### src/rtl/ctrl_stream_gen.sv
// MASH control-word generator: FIFO-buffered offset-binary samples are held DSR clocks each and then drive an M-stage carry cascade.
// Latency: a sample loads at the next ph==DSR-1 edge, and out is registered one clock after each stage sum; backpressure: o_in_ready is low while the FIFO is full.
module csg_fifo #(
    parameter int W     = 12,
    parameter int DEPTH = 4
) (
    input  logic         clk,
    input  logic         rst,
    input  logic         i_push,
    input  logic [W-1:0] i_dat,
    input  logic         i_pop,
    output logic [W-1:0] o_dat,
    output logic         o_full,
    output logic         o_empty
);
    localparam int AW = $clog2(DEPTH);

    logic [W-1:0]  r_mem [DEPTH];
    logic [AW-1:0] r_wptr;
    logic [AW-1:0] r_rptr;
    logic [AW:0]   r_count;
    logic          w_push;
    logic          w_pop;

    assign o_full  = (r_count == (AW+1)'(DEPTH));
    assign o_empty = (r_count == '0);
    assign w_push  = i_push && !o_full;
    assign w_pop   = i_pop && !o_empty;
    assign o_dat   = r_mem[r_rptr];

    // Pointers wrap naturally because DEPTH is a power of two.
    always_ff @(posedge clk or posedge rst) begin
        if (rst) begin
            r_wptr  <= '0;
            r_rptr  <= '0;
            r_count <= '0;
        end else begin
            if (w_push) r_wptr <= r_wptr + AW'(1);
            if (w_pop)  r_rptr <= r_rptr + AW'(1);
            r_count <= r_count + (AW+1)'(w_push) - (AW+1)'(w_pop);
        end
    end

    always_ff @(posedge clk) begin
        if (w_push) r_mem[r_wptr] <= i_dat;
    end
endmodule

module ctrl_stream_gen #(
    parameter int M          = 3,
    parameter int DSR        = 12,
    parameter int IN_WIDTH   = 12,
    parameter int FIFO_DEPTH = 4
) (
    input  logic                clk,
    input  logic                rst,
    input  logic [IN_WIDTH-1:0] i_in,
    input  logic                i_in_valid,
    output logic                o_in_ready,
    output logic [M-1:0]        o_out,
    output logic                o_out_valid,
    output logic                o_underrun
);
    localparam int W    = IN_WIDTH;
    localparam int PH_W = (DSR > 1) ? $clog2(DSR) : 1;
    localparam logic [PH_W-1:0] PH_LAST = PH_W'(DSR - 1);

    logic [PH_W-1:0] r_ph;
    logic [W-1:0]    r_hold;
    logic            r_loaded;
    logic            r_out_valid;
    logic            r_underrun;
    logic [W-1:0]    r_acc [M];
    logic [M-1:0]    r_out;
    logic [W:0]      w_sum [M];
    logic            w_boundary;
    logic            w_fifo_full;
    logic            w_fifo_empty;
    logic [W-1:0]    w_fifo_dat;

    assign w_boundary  = (r_ph == PH_LAST);
    assign o_in_ready  = !w_fifo_full;
    assign o_out       = r_out;
    assign o_out_valid = r_out_valid;
    assign o_underrun  = r_underrun;

    csg_fifo #(.W(W), .DEPTH(FIFO_DEPTH)) u_fifo (
        .clk     (clk),
        .rst     (rst),
        .i_push  (i_in_valid),
        .i_dat   (i_in),
        .i_pop   (w_boundary),
        .o_dat   (w_fifo_dat),
        .o_full  (w_fifo_full),
        .o_empty (w_fifo_empty)
    );

    always_ff @(posedge clk or posedge rst) begin
        if (rst) begin
            r_ph        <= '0;
            r_hold      <= '0;
            r_loaded    <= 1'b0;
            r_out_valid <= 1'b0;
            r_underrun  <= 1'b0;
        end else begin
            r_ph        <= w_boundary ? '0 : r_ph + PH_W'(1);
            r_out_valid <= r_loaded;
            if (w_boundary) begin
                if (!w_fifo_empty) begin
                    r_hold   <= w_fifo_dat;
                    r_loaded <= 1'b1;
                end else if (r_loaded) begin
                    // An empty FIFO before the first load is start-up, not starvation.
                    r_underrun <= 1'b1;
                end
            end
        end
    end

    // Each stage integrates the previous stage's registered accumulator, so the cascade is pipelined.
    for (genvar k = 0; k < M; k++) begin : g_stage
        logic [W-1:0] w_stage_in;
        if (k == 0) begin : g_first
            assign w_stage_in = r_hold;
        end else begin : g_rest
            assign w_stage_in = r_acc[k-1];
        end
        assign w_sum[k] = {1'b0, r_acc[k]} + {1'b0, w_stage_in};
    end

    always_ff @(posedge clk or posedge rst) begin
        if (rst) begin
            for (int k = 0; k < M; k++) r_acc[k] <= '0;
            r_out <= '0;
        end else if (r_loaded) begin
            for (int k = 0; k < M; k++) begin
                r_acc[k] <= w_sum[k][W-1:0];
                r_out[k] <= w_sum[k][W];
            end
        end
    end
endmodule

### config.mk
export PLATFORM = sky130hd
export DESIGN_NAME = ctrl_stream_gen
export DESIGN_NICKNAME = d
export VERILOG_FILES = /design/src/rtl/ctrl_stream_gen.sv
export SDC_FILE = /design/constraint.sdc
export NUM_CORES = 1
export LEC_CHECK = 0
export ABC_AREA = 1
export BUFFER_PORTS_ARGS = -buffer_cell sky130_fd_sc_hd__buf_2
export CAP_MARGIN = 10
export CORE_UTILIZATION = 40
export CTS_BUF_LIST = sky130_fd_sc_hd__clkbuf_16
export CTS_CLUSTER_SIZE = 25
export DETAILED_ROUTE_END_ITERATION = 10
export REMOVE_ABC_BUFFERS = 1
export SYNTH_ARGS = -nofsm -noshare
export SYNTH_HDL_FRONTEND = slang
export SYNTH_SLANG_ARGS = --single-unit
### constraint.sdc
create_clock -name clk -period 2.8 [get_ports clk]
set_clock_uncertainty 0.2 [all_clocks]
set_input_delay 0.42 -clock clk [delete_from_list [all_inputs] [get_ports clk]]
set_output_delay 0.42 -clock clk [all_outputs]
set_load 0.01 [all_outputs]
; ---- After elaboration in Yosys (flattened, before gate mapping)
; Memories as Yosys holds them, arrays and structs flattened. A register that Yosys moved wholly into a read port is not among the register bits.
; Cells that the tools add are included.
[totals]
reg_bits = 53
ram_bits = 48
inputBits = 15
output_inout_bits = 6
word_cells = 33
n_memories = 1
[mem_list]
columns = memory, depth, width, rd, rd_ports_with_merged_regs, write_ports, line
row1 = u_fifo.r_mem, 4, 12, 1, 1, 1, 18  ; logic [W-1:0] r_mem [DEPTH];
[classes]
addsub = 8
eq_ne = 2
muxes = 3
n_bitwise = 1
reduce_logical = 7
[ops]
columns = op, count
row1 = $add A12 B12 Y13, 3
row2 = $add A2 B1 Y2 const B, 2
row3 = $add A4 B1 Y4 const B, 1
row4 = $eq A4 B4 Y1 const B, 1
row5 = $mux W4, 1
row6 = $add A3 B1 Y3, 1
row7 = $eq A3 B3 Y1 const B, 1
row8 = $logic_not A3 Y1, 1
row9 = $reduce_and A3 Y1, 1
row10 = $sub A3 B1 Y3, 1
row11 = $logic_and A1 B1 Y1, 2
row12 = $logic_not A1 Y1, 2
row13 = $mux W1, 2
row14 = $reduce_and A2 Y1, 1
row15 = $not A1 Y1, 1

; ---- Logic depth before layout (Yosys ltp)
[logic_depth]
depth_word = 5
ltp_mapped = 11
mapped_depth_nobuf = 10

; ---- Modules after synthesis
; A second synthesis with hierarchy kept.
[hier_totals]
hier_cells = 806
hier_area_um2 = 6498.7
[modules_own_cells]
columns = mod, n_inst, cells_per_inst, area_per_inst_um2
row1 = ctrl_stream_gen, 1, 595, 4161.5
row2 = csg_fifo, 1, 211, 2337.2

; ---- Worst setup path before layout
; No wires, ideal clock.
[synth_timing]
kind = flip-flop to flip-flop
from = reg r_ph[0]
to = reg u_fifo.r_count[2]
setup_time_ns = 0.129
t_arrival_ns = 1.989
t_required_ns = 2.471
path_slack_ns = 0.483
stages_incl_launch_ff = 12
n_path_buf = 1
period_less_slack_ns = 2.317
path_cell_list = dfrtp_1 -> ha_1 -> nand2_2 -> nor2_4 -> nand2_4 -> inv_4 -> clkbuf_8 -> ha_1 -> inv_1 -> ha_1 -> fa_1 -> xor2_1
[synth_between]
elab_chain_len = 3
[synth_lines]
columns = element, line
row1 = "start, declared", 68  ; logic [PH_W-1:0] r_ph;
row2 = "start signal, assigned", 106  ; r_ph <= w_boundary ? '0 : r_ph + PH_W'(1);
row3 = $eq A4 B4 Y1, 81  ; assign w_boundary = (r_ph == PH_LAST);
row4 = $logic_and A1 B1 Y1, 28  ; assign w_pop = i_pop && !o_empty;
row5 = via u_fifo.w_pop, 23  ; logic w_pop;
row6 = $sub A3 B1 Y3, 40  ; r_count <= r_count + (AW+1)'(w_push) - (AW+1)'(w_pop);
row7 = "end signal, assigned", 40
row8 = "end, declared", 21  ; logic [AW:0] r_count;
; The timed path passes the listed nets, and every way through them passes these cells.
; A chain may end at the register's enable or synchronous reset.

; ---- Worst setup path in the final report
[layout_timing]
from = reg r_ph[0]
to = reg u_fifo.r_count[2]
[layout_between]
elab_chain_len = 3
[layout_lines]
columns = element, line
row1 = $eq A4 B4 Y1, 81
row2 = $logic_and A1 B1 Y1, 28
row3 = $sub A3 B1 Y3, 40
; Every way passes these cells.

==> flow_metrics.tcl <==
set metrics [dict create \
    cp_cell_sequence "ha_1, nand2_2, nor2_4, nand2_4, inv_4, ha_1, inv_1, ha_1, fa_1, xor2_1" \
    crit_fanout 26 \
    cpMostUsedCell "ha_1" \
    fillers 1466 \
    required_ns 2.89 \
    critPathKind "register to register" \
    portBuffers 20 \
    start_kind "register" \
    vias 4862 \
    cts_root_buf "clkbuf_16" \
    cp-startpoint "r_ph[0]$_DFF_PP0_" \
    clock_sinks 113 \
    cts_setup_buffers 0 \
    die-height_um 127.1 \
    place.gp.congestion 0.8574 \
    fmax_mhz 428.8 \
    min_from "i_in[1]" \
    synth.avg_cell_area_um2 8.377 \
    path_clk_slew_ns 0.06 \
    synth_area_leaders "dfrtp_1 26%, edfxtp_1 23%, nand2_1 13%" \
    drive_above_1_share_pct 9.308 \
    dp_hpwl_um 9289 \
    netlist_instances 747 \
    vias_per_cell 4.833 \
    fin_hold_ws_ns 0.01291 \
    rows 45 \
    clock_latency_ns 0.41 \
    synth_top_area_share_pct 25.99 \
    crit_path_end_kind "register" \
    final_area_mm2 0.007193 \
    cts_resized 0 \
    period_minus_slack_ns 2.332 \
    max_stage_delay_ns 0.40 \
    wl_per_cell_um 12.80 \
    postRouteAntennaNets 0 \
    worst_slew_pin_slew_ns 0.9268 \
    mostFrequentLayoutCell "nand2_1" \
    synthesis.area_mm2 0.006257 \
    area.sequential_mm2 0.003068 \
    drv_slew 0 \
    fp.coreArea_mm2 0.01526 \
    hold_violations 0 \
    critical_path_buf_inv_count 2 \
    drt_wl_total_um 12870 \
    grt_pass1_wl_um 22630 \
    fin_nets 844 \
    synth_warnings 0 \
    syn2layout_area_growth_pct 14.96 \
    grt_antenna_before_repair 0 \
    cts_buffers 17 \
    drc_errors 0 \
    layout_common_cells "215 x nand2_1, 105 x nor2_1, 83 x inv_1" \
    dr.pass1.iters 4 \
    ios 21 \
    multiInputGateArea_mm2 0.002765 \
    rr_startpoint "r_ph[0]$_DFF_PP0_" \
    first_global_vias 4974 \
    worstHoldPathType "primary input to register" \
    yosysSeqAreaShare_pct 49.03 \
    drt_iter0_markers 191 \
    outcome "complete, no violations" \
    grt_overflow 0 \
    track_usage_pct 17.98 \
    slew-limit-headroom_pct 38.15 \
    ys_seq_elements 113 \
    rsz0062_at_grt "false" \
    clockBufferDepth 2 \
    cp.arrival_ns 2.42 \
    antenna_cells 0 \
    drv_cap 0 \
    cts_tree "yes" \
    crit_family "adder cells" \
    setup_violations 0 \
    finalCritPeriodShare_pct 83.29 \
    hold_buffers 2 \
    place_area_mm2 0.006614 \
    start_util_pct 41.01 \
    cts_max_level 4 \
    synth_top_cell_by_area "dfrtp_1" \
    die-area_mm2 0.01615 \
    tns_ns 0 \
    synthDistinctLibCells 34 \
    crit_slowest_cell "dfrtp_1" \
    grt_start_max_net_pins 40 \
    die_width_um 127.1 \
]
==> logic make-up (layout without fill, tap and decap cells) <==
kind of cell	count (synthesis)	in the layout	share of synthesized area [%]
and+or+nand+nor	386	386	25.24
xor gates and xnor gates	11	11	1.540
buffers and inverters	102	150	6.778
DFF	113	113	49.03
adders and majority gates	47	47	9.878
AOI/OAI and AO/OA	88	88	7.538
==> sequential cells by signal, summed over array words and instances (netlist names) <==
register,flops
g_stage.w_stage_in,36
o_out,3
o_out_valid,1
o_underrun,1
r_acc,12
r_loaded,1
r_ph,4
u_fifo.r_count,3
u_fifo.r_mem,48
u_fifo.r_rptr,2
u_fifo.r_wptr,2
==> synthesized netlist by cell type (all sizes together) <==
cell,number
ha,43
clkbuf,7
nand3b,3
inv,85
a31oi,13
nand4,10
edfxtp,48
or2,1
buf,10
nor2,107
xnor2,1
o21ai,49
a41o,1
a21oi,23
nand2,218
a211oi,2
fa,4
nand3,47
xor2,10
dfrtp,65
==> final timing paths <==
| path | end | slack, ns | cells past startpoint |
|---|---|---|---|
| worst min register to register | r_ph[0]$_DFF_PP0_ | 0.27 | 1 |
| worst min-delay path | u_fifo.r_mem[3][1]$_DFFE_PP_ | 0.01 | 1 |
| max in group asynchronous | g_stage[1].w_stage_in[1]$_DFFE_PP0P_ | 1.35 | 4 |
| worst max register to register | u_fifo.r_count[2]$_DFF_PP0_ | 0.47 | 10 |
| worst max-delay path | u_fifo.r_count[2]$_DFF_PP0_ | 0.47 | 10 |
| min in group asynchronous | g_stage[2].w_stage_in[10]$_DFFE_PP0P_ | 0.43 | 3 |
==> cell type report <==
type | count | share of cell area [%]
Timing Repair Buffer | 33 | 2.992
Clock inverter | 15 | 1.861
Tap cell | 211 | 3.670
Inverter | 85 | 4.470
Multi-Input combinational cell | 532 | 38.44
Clock buffer | 17 | 5.914
Sequential cell | 113 | 42.65
==> worst register-to-register path: stages (launching register included) <==
cell and delay (ns):
dfrtp_1 0.40, ha_1 0.23, nand2_2 0.09, nor2_4 0.05, nand2_4 0.09, inv_4 0.10, ha_1 0.30, inv_1 0.04
ha_1 0.18, fa_1 0.38, xor2_1 0.17
==> metrics by stage <==
stage	std cells	utilization, %	setup WS (ns)
after floorplan	730	-	0.5535
after global placement	972	43.35	0.5073
after detailed placement	972	43.35	0.4549
after CTS	1006	47.14	0.4403
after global routing	1006	47.14	0.3142
final	1006	47.14	0.4679
==> routing by layer <==
metal  routed length, µm  GRT usage [%]  up-vias
met4                 381          9.384        0
met1                5818          20.53     2233
met2                6360          31.61       83
met5                   0              0        -
li1                    -              -     2517
met3                 314          3.978       29
Power is left out: the tool's default activity adds up to more than one toggle a clock period on the data nets, which glitch-free logic cannot reach.
